--- config.mk ---
export PLATFORM = sky130hd
export DESIGN_NAME = compressor_4_2_row_pipe
export DESIGN_NICKNAME = d
export VERILOG_FILES = /design/src/rtl/cmp42_pkg.sv /design/src/rtl/compressor_3_2.sv /design/src/rtl/compressor_4_2_lane.sv /design/src/rtl/compressor_4_2_row_pipe.sv
export SDC_FILE = /design/constraint.sdc
export NUM_CORES = 1
export LEC_CHECK = 0
export CAP_MARGIN = 5
export CORE_ASPECT_RATIO = 0.5
export CORE_MARGIN = 10
export CORE_UTILIZATION = 35
export DETAILED_ROUTE_END_ITERATION = 10
export HOLD_SLACK_MARGIN = 0.1
export PLACE_DENSITY = 0.75
export SETUP_SLACK_MARGIN = 0.02
export SYNTH_ARGS = -nofsm -noshare
export SYNTH_HDL_FRONTEND = slang
export SYNTH_SLANG_ARGS = --single-unit
export TNS_END_PERCENT = 100
--- constraint.sdc ---
create_clock -name sys_clk -period 1.2 [get_ports sys_clk]
set_input_delay 0.3 -clock sys_clk [delete_from_list [all_inputs] [get_ports sys_clk]]
set_output_delay 0.3 -clock sys_clk [all_outputs]
set_load 0.01 [all_outputs]
--- src/rtl/cmp42_pkg.sv ---
// Shared definitions for the 4:2 compressor row: legal pipeline depths,
// the default constant-one lane mask of the 16x16 Booth tree, and the per-lane result type.
package cmp42_pkg;

   localparam int STAGES_MIN = 1;
   localparam int STAGES_MAX = 2;

   // Lanes that absorb the Booth sign-extension ones in the 16x16 tree
   localparam logic [15:0] BOOTH16_ONE_MASK = 16'hAAAA;

   typedef struct packed {
      logic sum;
      logic carry;
   } lane_res_t;

   function automatic bit stages_legal(input int stages);
      return (stages >= STAGES_MIN) && (stages <= STAGES_MAX);
   endfunction

endpackage

--- src/rtl/compressor_3_2.sv ---
// Full adder used as a 3:2 counter in both compressor layers.
module compressor_3_2 (
   input  logic a,
   input  logic b,
   input  logic c,
   output logic s,
   output logic co
);

   assign s  = a ^ b ^ c;
   assign co = (a & b) | (a & c) | (b & c);

endmodule

--- src/rtl/compressor_4_2_lane.sv ---
// One bit of the 4:2 row. Layer 1 and layer 2 have separate ports so the row
// can place a register between them; ONE_BIT forces the c input to constant 1.
module compressor_4_2_lane
   import cmp42_pkg::*;
#(
   parameter bit ONE_BIT = 1'b0
) (
   input  logic      a,
   input  logic      b,
   input  logic      c,
   output logic      s1,
   output logic      h,
   input  logic      l2_s1,
   input  logic      l2_d,
   input  logic      l2_ci,
   output lane_res_t res
);

   logic c_eff;
   logic sum_bit;
   logic carry_bit;

   assign c_eff = ONE_BIT ? 1'b1 : c;

   compressor_3_2 u_layer1 (
      .a  (a),
      .b  (b),
      .c  (c_eff),
      .s  (s1),
      .co (h)
   );

   compressor_3_2 u_layer2 (
      .a  (l2_s1),
      .b  (l2_d),
      .c  (l2_ci),
      .s  (sum_bit),
      .co (carry_bit)
   );

   assign res.sum   = sum_bit;
   assign res.carry = carry_bit;

endmodule

--- src/rtl/compressor_4_2_row_pipe.sv ---
// WIDTH-bit row of 4:2 compressors with a STAGES-deep valid/ready pipeline.
// Optional invariant checker on chk_err is built only when CMP42_ROW_CHECK_EN is defined.
module compressor_4_2_row_pipe
   import cmp42_pkg::*;
#(
   parameter int               WIDTH    = 16,
   parameter logic [WIDTH-1:0] ONE_MASK = '0,
   parameter int               STAGES   = 1
) (
   input  logic             sys_clk,
   input  logic             sys_rst_n,
   input  logic             in_valid,
   output logic             in_ready,
   input  logic [WIDTH-1:0] a,
   input  logic [WIDTH-1:0] b,
   input  logic [WIDTH-1:0] c,
   input  logic [WIDTH-1:0] d,
   input  logic             cin,
   output logic             out_valid,
   input  logic             out_ready,
   output logic [WIDTH-1:0] sum,
   output logic [WIDTH-1:0] carry,
   output logic             cout
`ifdef CMP42_ROW_CHECK_EN
   ,
   output logic             chk_err
`endif
);

   if (!stages_legal(STAGES)) begin : g_bad_stages
      $error("compressor_4_2_row_pipe: STAGES must be 1 or 2");
   end
   if (WIDTH < 2) begin : g_bad_width
      $error("compressor_4_2_row_pipe: WIDTH must be at least 2");
   end

   logic [WIDTH-1:0] s1;
   logic [WIDTH-1:0] h;
   logic [WIDTH-1:0] ci_l1;
   logic [WIDTH-1:0] l2_s1;
   logic [WIDTH-1:0] l2_d;
   logic [WIDTH-1:0] l2_ci;
   logic [WIDTH-1:0] sum_next;
   logic [WIDTH-1:0] carry_next;
   logic             cout_l2;
   logic             load_in;
   logic             load_out;
   logic             out_v_reg;
   logic             cout_reg;
   logic [WIDTH-1:0] sum_reg;
   logic [WIDTH-1:0] carry_reg;

   // Horizontal chain: each lane's layer-1 carry feeds layer 2 of the lane above
   assign ci_l1 = {h[WIDTH-2:0], cin};

   for (genvar gi = 0; gi < WIDTH; gi++) begin : g_lane
      lane_res_t res;

      compressor_4_2_lane #(
         .ONE_BIT (ONE_MASK[gi])
      ) u_lane (
         .a     (a[gi]),
         .b     (b[gi]),
         .c     (c[gi]),
         .s1    (s1[gi]),
         .h     (h[gi]),
         .l2_s1 (l2_s1[gi]),
         .l2_d  (l2_d[gi]),
         .l2_ci (l2_ci[gi]),
         .res   (res)
      );

      assign sum_next[gi]   = res.sum;
      assign carry_next[gi] = res.carry;
   end

   assign load_in = in_valid & in_ready;

   if (STAGES == 1) begin : g_one
      assign l2_s1    = s1;
      assign l2_d     = d;
      assign l2_ci    = ci_l1;
      assign cout_l2  = h[WIDTH-1];
      assign in_ready = ~out_v_reg | out_ready;
      assign load_out = load_in;
   end else begin : g_two
      logic             v0_reg;
      logic             cout0_reg;
      logic             ready0_next;
      logic [WIDTH-1:0] s1_reg;
      logic [WIDTH-1:0] d_reg;
      logic [WIDTH-1:0] ci_reg;

      assign ready0_next = ~out_v_reg | out_ready;
      assign in_ready    = ~v0_reg | ready0_next;
      assign load_out    = v0_reg & ready0_next;

      always_ff @(posedge sys_clk or negedge sys_rst_n) begin
         if (!sys_rst_n) begin
            v0_reg    <= 1'b0;
            cout0_reg <= 1'b0;
            s1_reg    <= '0;
            d_reg     <= '0;
            ci_reg    <= '0;
         end else begin
            if (load_in) begin
               v0_reg    <= 1'b1;
               cout0_reg <= h[WIDTH-1];
               s1_reg    <= s1;
               d_reg     <= d;
               ci_reg    <= ci_l1;
            end else if (load_out) begin
               v0_reg <= 1'b0;
            end
         end
      end

      assign l2_s1   = s1_reg;
      assign l2_d    = d_reg;
      assign l2_ci   = ci_reg;
      assign cout_l2 = cout0_reg;
   end

   // Result register: only loads on handoff, so a stalled beat stays put
   always_ff @(posedge sys_clk or negedge sys_rst_n) begin
      if (!sys_rst_n) begin
         out_v_reg <= 1'b0;
         cout_reg  <= 1'b0;
         sum_reg   <= '0;
         carry_reg <= '0;
      end else begin
         if (load_out) begin
            out_v_reg <= 1'b1;
            cout_reg  <= cout_l2;
            sum_reg   <= sum_next;
            carry_reg <= carry_next;
         end else if (out_ready) begin
            out_v_reg <= 1'b0;
         end
      end
   end

   assign out_valid = out_v_reg;
   assign sum       = sum_reg;
   assign carry     = carry_reg;
   assign cout      = cout_reg;

`ifdef CMP42_ROW_CHECK_EN
   logic [WIDTH-1:0] op_a;
   logic [WIDTH-1:0] op_b;
   logic [WIDTH-1:0] op_c;
   logic [WIDTH-1:0] op_d;
   logic             op_cin;
   logic [WIDTH:0]   lhs;
   logic [WIDTH:0]   rhs;
   logic             chk_reg;

   if (STAGES == 1) begin : g_op_direct
      assign op_a   = a;
      assign op_b   = b;
      assign op_c   = c | ONE_MASK;
      assign op_d   = d;
      assign op_cin = cin;
   end else begin : g_op_pipe
      always_ff @(posedge sys_clk or negedge sys_rst_n) begin
         if (!sys_rst_n) begin
            op_a   <= '0;
            op_b   <= '0;
            op_c   <= '0;
            op_d   <= '0;
            op_cin <= 1'b0;
         end else if (load_in) begin
            op_a   <= a;
            op_b   <= b;
            op_c   <= c | ONE_MASK;
            op_d   <= d;
            op_cin <= cin;
         end
      end
   end

   // Both sides wrap naturally at WIDTH+1 bits, which is the invariant's modulus
   assign lhs = {1'b0, op_a} + {1'b0, op_b} + {1'b0, op_c} + {1'b0, op_d}
              + {{WIDTH{1'b0}}, op_cin};
   assign rhs = {1'b0, sum_next} + {carry_next, 1'b0} + {cout_l2, {WIDTH{1'b0}}};

   always_ff @(posedge sys_clk or negedge sys_rst_n) begin
      if (!sys_rst_n) begin
         chk_reg <= 1'b0;
      end else if (load_out) begin
         chk_reg <= (lhs != rhs);
      end else if (out_ready) begin
         chk_reg <= 1'b0;
      end
   end

   assign chk_err = chk_reg;
`endif

endmodule
Yosys cells after proc, flatten, opt, wreduce, memory -nomap -nowiden
Index checks and enable logic that the tools add are counted.
{"block": "word_totals", "mem_bits_ro": 0, "n_memories": 0, "regBits": 34, "ram_bits": 0, "latchBits": 0}
{"block": "classes", "n_div": 0, "n_mux": 2, "n_addsub": 0, "eq_ne": 0, "n_lt_le_gt_ge": 0, "n_shift": 0, "bitwise": 227, "n_reduce_logical": 1, "n_mul": 0}
{"cell": "AND 1 bit", "count": 97}
{"cell": "bitwise OR 1 bit", "count": 65}
{"cell": "bitwise XOR 1 bit", "count": 64}
{"cell": "2-to-1 mux 1 bit", "count": 2}
{"cell": "nonzero test 2 bit", "count": 1}
{"cell": "inverter 1 bit", "count": 1}

Longest topological paths before layout
Gate-level depths: netlist of run 1.
{"block": "logic_depth", "ltp_word": 6, "mapped_depth": 5, "depth_no_buf": 5}

By module
A second synthesis of run 1 with hierarchy kept.
{"block": "hier_totals", "hier_cells": 137, "hier_area_um2": 2308.5}
{"module": "compressor_4_2_row_pipe", "cells_per_inst": 73, "instances": 1, "seq_area_each_um2": 850.8, "area_per_inst_um2": 1427.6}
{"module": "compressor_3_2", "cells_per_inst": 1, "instances": 32, "seq_area_each_um2": 0.0, "area_per_inst_um2": 20.0}
{"module": "compressor_4_2_lane", "cells_per_inst": 2, "instances": 16, "seq_area_each_um2": 0.0, "area_per_inst_um2": 15.0}

Least setup slack after synthesis of run 1
Ideal clock, no wire load.
{"block": "synth_timing", "path_kind": "input to register", "start": "in a[15]", "end": "reg sum_reg[15] (netlist: sum[15])", "t_required_ns": 1.075, "setup_ns": 0.125, "cell_stages": 5, "arrival_ns": 1.589, "slack_ns": -0.514, "n_path_buf": 0, "cell_sequence": "inv_1 > fa_1 > inv_1 > fa_1 > mux2_4"}
{"block": "synth_between", "elab_chain_len": 4}
{"item": "from (decl)", "line": "compressor_4_2_row_pipe.sv:14", "text": "input logic [WIDTH-1:0] a,"}
{"item": "bitwise XOR 1 bit (4 in series)", "line": "compressor_3_2.sv:10", "text": "assign s = a ^ b ^ c;"}
{"item": "net g_lane[15].u_lane.sum_bit", "line": "compressor_4_2_lane.sv:20", "text": "logic sum_bit;"}
{"item": "to (signal assigned)", "line": "compressor_4_2_row_pipe.sv:135", "text": "sum_reg <= sum_next;"}
{"item": "to (decl)", "line": "compressor_4_2_row_pipe.sv:50", "text": "logic [WIDTH-1:0] sum_reg;"}
The timed path passes the listed nets, and every way through them passes these cells.
A chain may end at the register's enable or synchronous reset.

Worst setup path in the final report of run 1
{"block": "layout_timing", "start": "in a[3]", "end": "reg sum_reg[3] (netlist: sum[3])"}
{"block": "layout_between", "elab_chain_len": 4}
{"item": "bitwise XOR 1 bit (4 in series)", "line": "compressor_3_2.sv:10"}
{"item": "net g_lane[3].u_lane.sum_bit", "line": "compressor_4_2_lane.sv:20"}
The timed path passes the listed nets, and every way through them passes these cells.

==> results.ini, run 1 <==
[cts]
clockBufferDepth = 2
htree_levels = 2
clk_pin_slew_ps = 60
clk_latency_ps = 280
cts_tree = yes
cts_buffers = 5
cts.sinks = 34
clockRootBuffer = clkbuf_16

[synthesis]
synth_common_cells = dfrtp_1, fa_1, mux2_4
synthesis.nets = 217
ys_seq_elements = 34
synth_flop_cell = dfrtp_1
synth-edff-count = 0
synth_area_leader_cell = dfrtp_1
yosys_warnings = 0
synth_cells = 116
synth_area_leaders = dfrtp_1, fa_1, mux2_4
yosysMostFrequentCell = dfrtp_1
netlist_area_sq_um = 2080
synthArstFlopShare_pct = 100
syn_area_per_cell_sq_um = 17.9
synth-seq-area-share_pct = 40.9
synth_cell_types = 12
synth_top_area_share_pct = 40.9

[floorplanning]
initial_core_util_pct = 37.1
die_w_um = 129
core_area_sq_um = 5610
die-area_sq_um = 9620
die_h_um = 74.5
row_count = 19
io-pin-count = 104

[drt]
viasPerCell = 4.42
ant_nets = 0
wl_mm = 6.00
drt_pass1_iterations = 4
num_vias = 1379
initialDrtViolationCount = 30
avgRoutedWirePerCell_um = 19.2
drc_errors = 0

[placed_design]
dp.cells = 295
place.gp.congestion = 0.735
dpl.hpwl_mm = 4.65
placed_area_sq_um = 3270
numPortBuffers = 103
pre_cts_ws_ps = -1130

[global_routing]
grt_max_degree = 35
grt_usage_pct = 12.7
antenna_found_initial = 0
grt-ovfl-total = 0
grt_pass1_vias = 1665
grt_pass1_wl_mm = 9.34

[layout]
syn_to_final_growth_pct = 60.5
utilization_pct = 59.5
layout.nets = 339
finish.instance_area_sq_um = 3340
diodes = 0
drive_gt1_share_pct = 69.0
layoutNonFillerInstCount = 312

[outcome]
status = complete, but fails checks
violations = negative setup slack

[timing]
drv_slew = 0
setup_viol = 34
fin_hold_ws_ps = 412
post-route-min-period_ps = 1530
worst_slew_pin_slew_ps = 207
hold_viol_final = 0
post-route-period-util_pct = 127
fin_setup_tns_ps = -7570
postLayoutSetupSlackWorst_ps = -328
fmax_mhz = 655
rsz0062_at_grt = yes
clock_skew_ps = 5.86
relSlewSlack_pct = 86.2

[power]
leakagePower_nw = 1.55
ir_worst_vdd_mv = 0.676
total_power_mw = 4.83
cellPowerDensity_nw_per_um2 = 1450

[setup_path]
startpoint = a[3]
timing.rr.end = carry[1]
crit_path_end = sum[3]
worstSetupStartpointType = input pin
worstSetupEndpointType = flop
crit_required_ps = 1360
path_max_fanout = 1
r2r_start = out_valid
crit_type = in -> reg
r2r_slack_ps = -270
arrival_ps = 1690
reg2regPathDepth = 6

[min_path]
hold_path_class = in -> reg
holdPathStages = 4

[job]
cap_violations = 0

-- report_power, final --
group	total (mW)	internal (mW)	switching (mW)	leakage, nW
combinational	1.87	1.09	0.778	1.09
sequential	1.67	1.48	0.193	0.395
clock	1.29	0.821	0.470	0.0729
total	4.83	3.39	1.44	1.55
-- cell families (layout without fill, tap and decap cells) --
group / count (synthesis) / after routing / share of synthesized area (%)
adder cells (fa/ha/maj): 32 / 32 / 30.8
multiplexers: 30 / 30 / 21.1
AO/OA/AOI/OAI: 6 / 6 / 1.44
buffers and inverters: 11 / 134 / 4.45
AND/OR/NAND/NOR: 3 / 3 / 1.38
flip-flops: 34 / 34 / 40.9
-- metal layers --
metal	track usage (%)	vias up	wire, um
li1	-	622	-
met1	13.1	732	2110
met2	25.6	23	3670
met3	2.84	2	176
met4	3.75	0	41
met5	0	-	0
-- worst max-delay path, cell delays in order --
cell	delay, ps
buf_6	90
fa_2	590
fa_2	440
mux2_4	260
-- area by class of cell --
class	instances	area, sq um
Tap cell	73	91.3
Sequential cell	34	851
Clock buffer	6	139
Fill cell	443	2270
Inverter	7	36.3
Timing Repair Buffer	119	990
Multi-Input combinational cell	71	1220
Clock inverter	2	12.5
-- how the worst min path moves through the flow --
stage,startpoint,to,slack [ps]
floorplan,sys_rst_n,carry[0],4
global placement,sys_rst_n,out_valid,280
detailed placement,sys_rst_n,sum[0],280
CTS,c[15],cout,420
global route,c[15],cout,440
finish,c[15],cout,410
-- what timing repair did --
item | CTS | global route
pin swaps | 35 | 17
hold buffers | 1 | 0
gates resized for setup | 364 | 21
setup endpoints to repair | 68 | 37
cloned | 2 | 0
buffers inserted | 9 | 1
endpoints found under the hold margin | 34 | 0
-- layout by cell type, fill, tap and decap left out --
master           count
inv_8                1
clkdlybuf4s50_1     17
buf_8                2
and2_4               1
buf_12               4
fa_2                18
buf_4                5
clkbuf_8             1
mux2_4              30
a21oi_2              4
buf_16               1
inv_4                1
a21oi_4              1
dfrtp_1             34
clkinv_2             1
dlygate4sd2_1        2
fa_1                14
dlygate4sd3_1        1
nand2b_4             1
a21oi_1              1
nand2b_1             1
buf_6               29
clkbuf_16            5
buf_2               58
clkinvlp_4           1
inv_1                4
inv_2                1
No activity file was read; power rests on OpenSTA's default activity.
==> run 2, diff against run 1 <==
CTS_BUF_LIST = sky130_fd_sc_hd__clkbuf_2 sky130_fd_sc_hd__clkbuf_4 sky130_fd_sc_hd__clkbuf_8   (was default)
==> run 2 against run 1 <==
Compared with the run above:
- cell count increased by 0.32%
- largest cell class unchanged
- routed wire length decreased by 1.5%
- critical endpoint unchanged
- the run still ends with negative setup slack left
- clock skew increased by 2.4 ps
- clock power decreased by 31%
- critical path type unchanged
==> results.ini, run 2 (synthesized netlist as in run 1, its figures left out) <==
[setup_path]
path_max_fanout = 1  ; unchanged
crit_type = in -> reg
worstSetupEndpointType = flop
worstSetupStartpointType = input pin
reg2regPathDepth = 4  ; -2
critPathMaxStageDelay_ps = 580  ; about the same
arrival_ps = 1690  ; about the same
crit_required_ps = 1380  ; +20 ps
crit_chain = buf_6 > fa_1 > fa_2 > mux2_4
critPathSlowestCell = fa_1

[cts]
clockRootBuffer = clkbuf_8
cts_buffers = 5  ; unchanged
cts.sinks = 34  ; unchanged
clk_latency_ps = 290  ; about the same
htree_levels = 2  ; unchanged
clockBufferDepth = 2  ; unchanged
cts_tree = yes
clk_pin_slew_ps = 70  ; about the same

[outcome]
status = complete, but fails checks
violations = negative setup slack

[layout]
seq_area_sq_um = 851  ; unchanged
layout.nets = 340  ; +0.29%
syn_to_final_growth_pct = 55.6
finish.instance_area_sq_um = 3240  ; -3.0%
layout_commonest_cell = buf_2
diodes = 0  ; unchanged
layout_common_cells = buf_2, dfrtp_1, mux2_4, buf_6, clkdlybuf4s50_1
multi_input_area_sq_um = 1200  ; -1.6%
layoutNonFillerInstCount = 313  ; +0.32%
drive_gt1_share_pct = 67.5  ; -1.5 points
fill_cells = 473  ; +6.8%
utilization_pct = 57.8  ; -1.8 points

[global_routing]
grt_pass1_wl_mm = 9.14  ; -2.1%
grt-ovfl-total = 0  ; unchanged
grt_max_degree = 35  ; unchanged
grt_pass1_vias = 1648  ; -1.0%
grt_usage_pct = 12.4  ; -0.27 points
antenna_found_initial = 0  ; unchanged

[timing]
rsz0062_at_grt = yes
worst_slew_pin_slew_ps = 207  ; +0.0182 ps
drv_slew = 0  ; unchanged
setup_viol = 32  ; -5.9%
relSlewSlack_pct = 86.2  ; about the same
clock_skew_ps = 8.23  ; +2.37 ps
hold_viol_final = 0  ; unchanged
fmax_mhz = 662  ; +1.1%
post-route-min-period_ps = 1510  ; -15.9 ps
postLayoutSetupSlackWorst_ps = -312  ; +15.9 ps
post-route-period-util_pct = 126  ; -1.3 points

[floorplanning]
die_w_um = 129  ; unchanged
die-area_sq_um = 9620  ; unchanged
row_count = 19  ; unchanged
io-pin-count = 104  ; unchanged
core_area_sq_um = 5610  ; unchanged
initial_core_util_pct = 37.1  ; unchanged
die_h_um = 74.5  ; unchanged

[power]
swShare_pct = 31.3  ; +1.5 points
p_sw_mw = 1.39  ; -3.7%
power.internal_mw = 3.05  ; -10%
cellPowerDensity_nw_per_um2 = 1370  ; -5.4%
power_frac_comb_pct = 42.5  ; +3.8 points
leakagePower_nw = 1.52  ; -2.0%
power.share.sequential_pct = 37.4  ; +2.8 points
total_power_mw = 4.44  ; -8.2%
ir_worst_vdd_mv = 0.617  ; -8.7%
clkPwrFrac_pct = 20.1  ; -6.6 points

[drt]
drt_pass1_iterations = 3  ; -1
num_vias = 1388  ; +0.65%
avgRoutedWirePerCell_um = 18.9  ; -1.8%
drc_errors = 0  ; unchanged
wl_mm = 5.91  ; -1.5%
ant_nets = 0  ; unchanged
initialDrtViolationCount = 63  ; +110%
viasPerCell = 4.43  ; +0.33%

[min_path]
hold_path_class = in -> reg
holdPathStages = 4  ; unchanged

[placed_design]
placed_area_sq_um = 3270  ; unchanged
dp.cells = 295  ; unchanged
numPortBuffers = 103  ; unchanged
place.gp.congestion = 0.735  ; unchanged
dpl.hpwl_mm = 4.65  ; unchanged

[job]
cap_violations = 0  ; unchanged

==> run 2: repair_timing <==
item / CTS / global route
gates resized for setup: 360 / 8
hold buffers: 1 / 0
setup endpoints to repair: 68 / 33
setup buffers: 6 / 2
cloned: 2 / 0
hold endpoints to repair: 34 / 0
pin swaps: 34 / 12
==> run 2: critical path, delay by kind of cell <==
family / cells / cell delay [ps]
adder cells (fa/ha/maj): 2 / 1040
multiplexers: 1 / 260
buffers and inverters: 1 / 90
==> run 2: area by class of cell <==
| cell class | instances | area share [%] |
|---|---|---|
| clock buffer | 6 | 2.55 |
| clock inverter | 2 | 0.386 |
| inverter | 7 | 1.12 |
| multi-input combinational | 71 | 37.1 |
| sequential | 34 | 26.3 |
| tap | 73 | 2.82 |
| timing repair buffer | 120 | 29.8 |
==> run 2: worst paths after layout <==
check | startpoint | endpoint | slack, ps
max | c[3] | sum[3] | -310
min | c[15] | cout | 390
max reg2reg | out_valid | sum[4] | -110
min reg2reg | sum[8] | sum[8] | 510
max in group asynchronous | sys_rst_n | out_valid | 510
min in group asynchronous | sys_rst_n | carry[10] | 520
==> run 2: metrics by stage <==
step / hold WS (ps) / TNS, ps / setup WS [ps]
after floorplan: 4.41 / -12140 / -500
after global placement: 276 / -28530 / -1120
after detailed placement: 285 / -29030 / -1130
after CTS: 399 / -6300 / -307
after global routing: 420 / -6810 / -308
final: 387 / -6060 / -312
==> run 2: power groups by stage <==
stage | combinational, mW | clock, mW | sequential, mW
after floorplan | 0.775 | 0 | 1.82
after global placement | 2.10 | 0 | 1.67
after detailed placement | 2.14 | 0 | 1.68
after CTS | 1.92 | 0.908 | 1.66
after global routing | 2.06 | 0.978 | 1.71
final | 1.88 | 0.893 | 1.66
==> run 2: metal layers <==
layer | up-vias | wire (um) | global-route usage, %
met5 | - | 0 | 0
met4 | 0 | 95 | 4.13
met3 | 12 | 188 | 2.98
met2 | 27 | 3540 | 24.3
met1 | 725 | 2080 | 13.0
li1 | 624 | - | -
==> run 3, diff against run 2 <==
GPL_TIMING_DRIVEN = 0   (was default)
==> run 3 against run 2 <==
Compared with the run above:
- the flow still finishes with violations (negative setup slack)
- die area unchanged
- routed wire length decreased by 8.0%
- via count fell by 2.3%
- register-to-register slack barely moved
- non-clock buffer count down 7
- hold slack worse by 310 ps
- utilization decreased by 0.89 points
- maximum frequency up 1.7%
- clock power rose by 11%
- combinational power decreased by 5%
- flip-flop and latch count unchanged
- first-iteration DRC count decreased by 32%
- critical endpoint is now sum[5]
==> results.ini, run 3 (synthesized netlist as in run 1, its figures left out) <==
[outcome]
status = complete, but fails checks
violations = negative setup slack

[drt]
ant_nets = 0  ; unchanged
drt_pass1_iterations = 4  ; +1
avgRoutedWirePerCell_um = 17.8  ; -5.9%
initialDrtViolationCount = 43  ; -32%
num_vias = 1356  ; -2.3%
wl_mm = 5.44  ; -8.0%
drc_errors = 0  ; unchanged
viasPerCell = 4.43  ; about the same

[setup_path]
startpoint = c[5]
critPathSlowestCell = fa_1
crit_type = in -> reg
worstSetupStartpointType = input pin
worstSetupEndpointType = flop
crit_chain = buf_6 > fa_1 > fa_2 > mux2_4
cp_num_buf_inv = 1  ; unchanged
critPathMaxStageDelay_ps = 570  ; about the same
crit_required_ps = 1370  ; about the same
r2r_start = out_valid
critical-path-top-delay-family = adder cells
arrival_ps = 1660  ; -30 ps
path_max_fanout = 1  ; unchanged

[placed_design]
place.gp.congestion = 0.736  ; +0.15%
dp.cells = 292  ; -1.0%
dpl.hpwl_mm = 4.48  ; -3.8%
numPortBuffers = 103  ; unchanged
pre_cts_ws_ps = -1140  ; -4.93 ps
placed_area_sq_um = 3250  ; -0.73%

[power]
ir_worst_vdd_mv = 0.502  ; -19%
total_power_mw = 4.43  ; about the same
cellPowerDensity_nw_per_um2 = 1390  ; +1.5%
leakagePower_nw = 1.49  ; -2.4%

[cts]
clk_latency_ps = 280  ; about the same
clk_pin_slew_ps = 70  ; about the same
cts.sinks = 34  ; unchanged
clockRootBuffer = clkbuf_8
cts_buffers = 5  ; unchanged
hold_buffers = 0  ; -1
cts_tree = yes
clockBufferDepth = 2  ; unchanged
htree_levels = 2  ; unchanged

[floorplanning]
die_w_um = 129  ; unchanged
die-area_sq_um = 9620  ; unchanged
initial_core_util_pct = 37.1  ; unchanged
io-pin-count = 104  ; unchanged
core_area_sq_um = 5610  ; unchanged
die_h_um = 74.5  ; unchanged
row_count = 19  ; unchanged

[global_routing]
antenna_found_initial = 0  ; unchanged
grt_usage_pct = 11.6  ; -0.77 points
grt_max_degree = 35  ; unchanged
grt-ovfl-total = 0  ; unchanged
grt_pass1_vias = 1593  ; -3.3%
grt_pass1_wl_mm = 8.64  ; -5.5%

[job]
cap_violations = 0  ; unchanged

[min_path]
hold_path_class = in -> async

[layout]
layout_common_cells = buf_2, dfrtp_1, mux2_4, buf_6, fa_2
layoutNonFillerInstCount = 306  ; -2.2%
multi_input_area_sq_um = 1210  ; +1.0%
layout_commonest_cell = buf_2
syn_to_final_growth_pct = 53.2
diodes = 0  ; unchanged
drive_gt1_share_pct = 69.5  ; +2.0 points
layout.nets = 333  ; -2.1%
utilization_pct = 56.9  ; -0.89 points
finish.instance_area_sq_um = 3190  ; -1.5%
seq_area_sq_um = 851  ; unchanged
fill_cells = 458  ; -3.2%

[timing]
fmax_mhz = 673  ; +1.7%
relSlewSlack_pct = 50.3  ; -36 points
fin_hold_ws_ps = 75.0  ; -312 ps
rsz0062_at_grt = yes
setup_viol = 33  ; +3.1%
fin_setup_tns_ps = -5960  ; +94.7 ps
drv_slew = 0  ; unchanged
postLayoutSetupSlackWorst_ps = -286  ; +25.4 ps
clock_skew_ps = 5.01  ; -3.22 ps
worst_slew_pin_slew_ps = 746  ; +539 ps
post-route-period-util_pct = 124  ; -2.1 points
post-route-min-period_ps = 1490  ; -25.4 ps
hold_viol_final = 0  ; unchanged

[run 3: final cells by class]
| type | instances | share of cell area, % |
|---|---|---|
| buffer | 2 | 1.25 |
| clock buffer | 8 | 3.45 |
| inverter | 7 | 1.06 |
| multi-input combinational | 71 | 38.0 |
| sequential | 34 | 26.7 |
| tap | 73 | 2.86 |
| timing repair buffer | 111 | 26.7 |
[run 3: power breakdown]
| part | internal [mW] | total, mW | switching, mW |
|---|---|---|---|
| combinational | 1.05 | 1.79 | 0.741 |
| clock | 0.579 | 0.988 | 0.409 |
| sequential | 1.48 | 1.65 | 0.177 |
| total | 3.11 | 4.43 | 1.33 |
[run 3: worst paths after layout]
check / end / slack [ps] / cells after the start
max: sum[5] / -290 / 4
min: cout / 70 / 1
max reg2reg: sum[2] / -110 / 4
min reg2reg: carry[13] / 510 / 1
max in group asynchronous: sum[9] / 650 / 1
min in group sys_clk: cout / 400 / 4
[run 3: timing repair]
action,CTS,global route
setup buffers,7,1
pin swaps,35,10
resized for setup,359,17
cloned,1,0
endpoints found under the setup margin,68,35
[run 3: layer usage]
layer | up-vias | GRT usage (%) | wire, um
met2 | 28 | 22.1 | 3220
li1 | 611 | - | -
met1 | 710 | 12.5 | 1920
met4 | 0 | 4.13 | 68
met3 | 7 | 3.12 | 221
met5 | - | 0 | 0
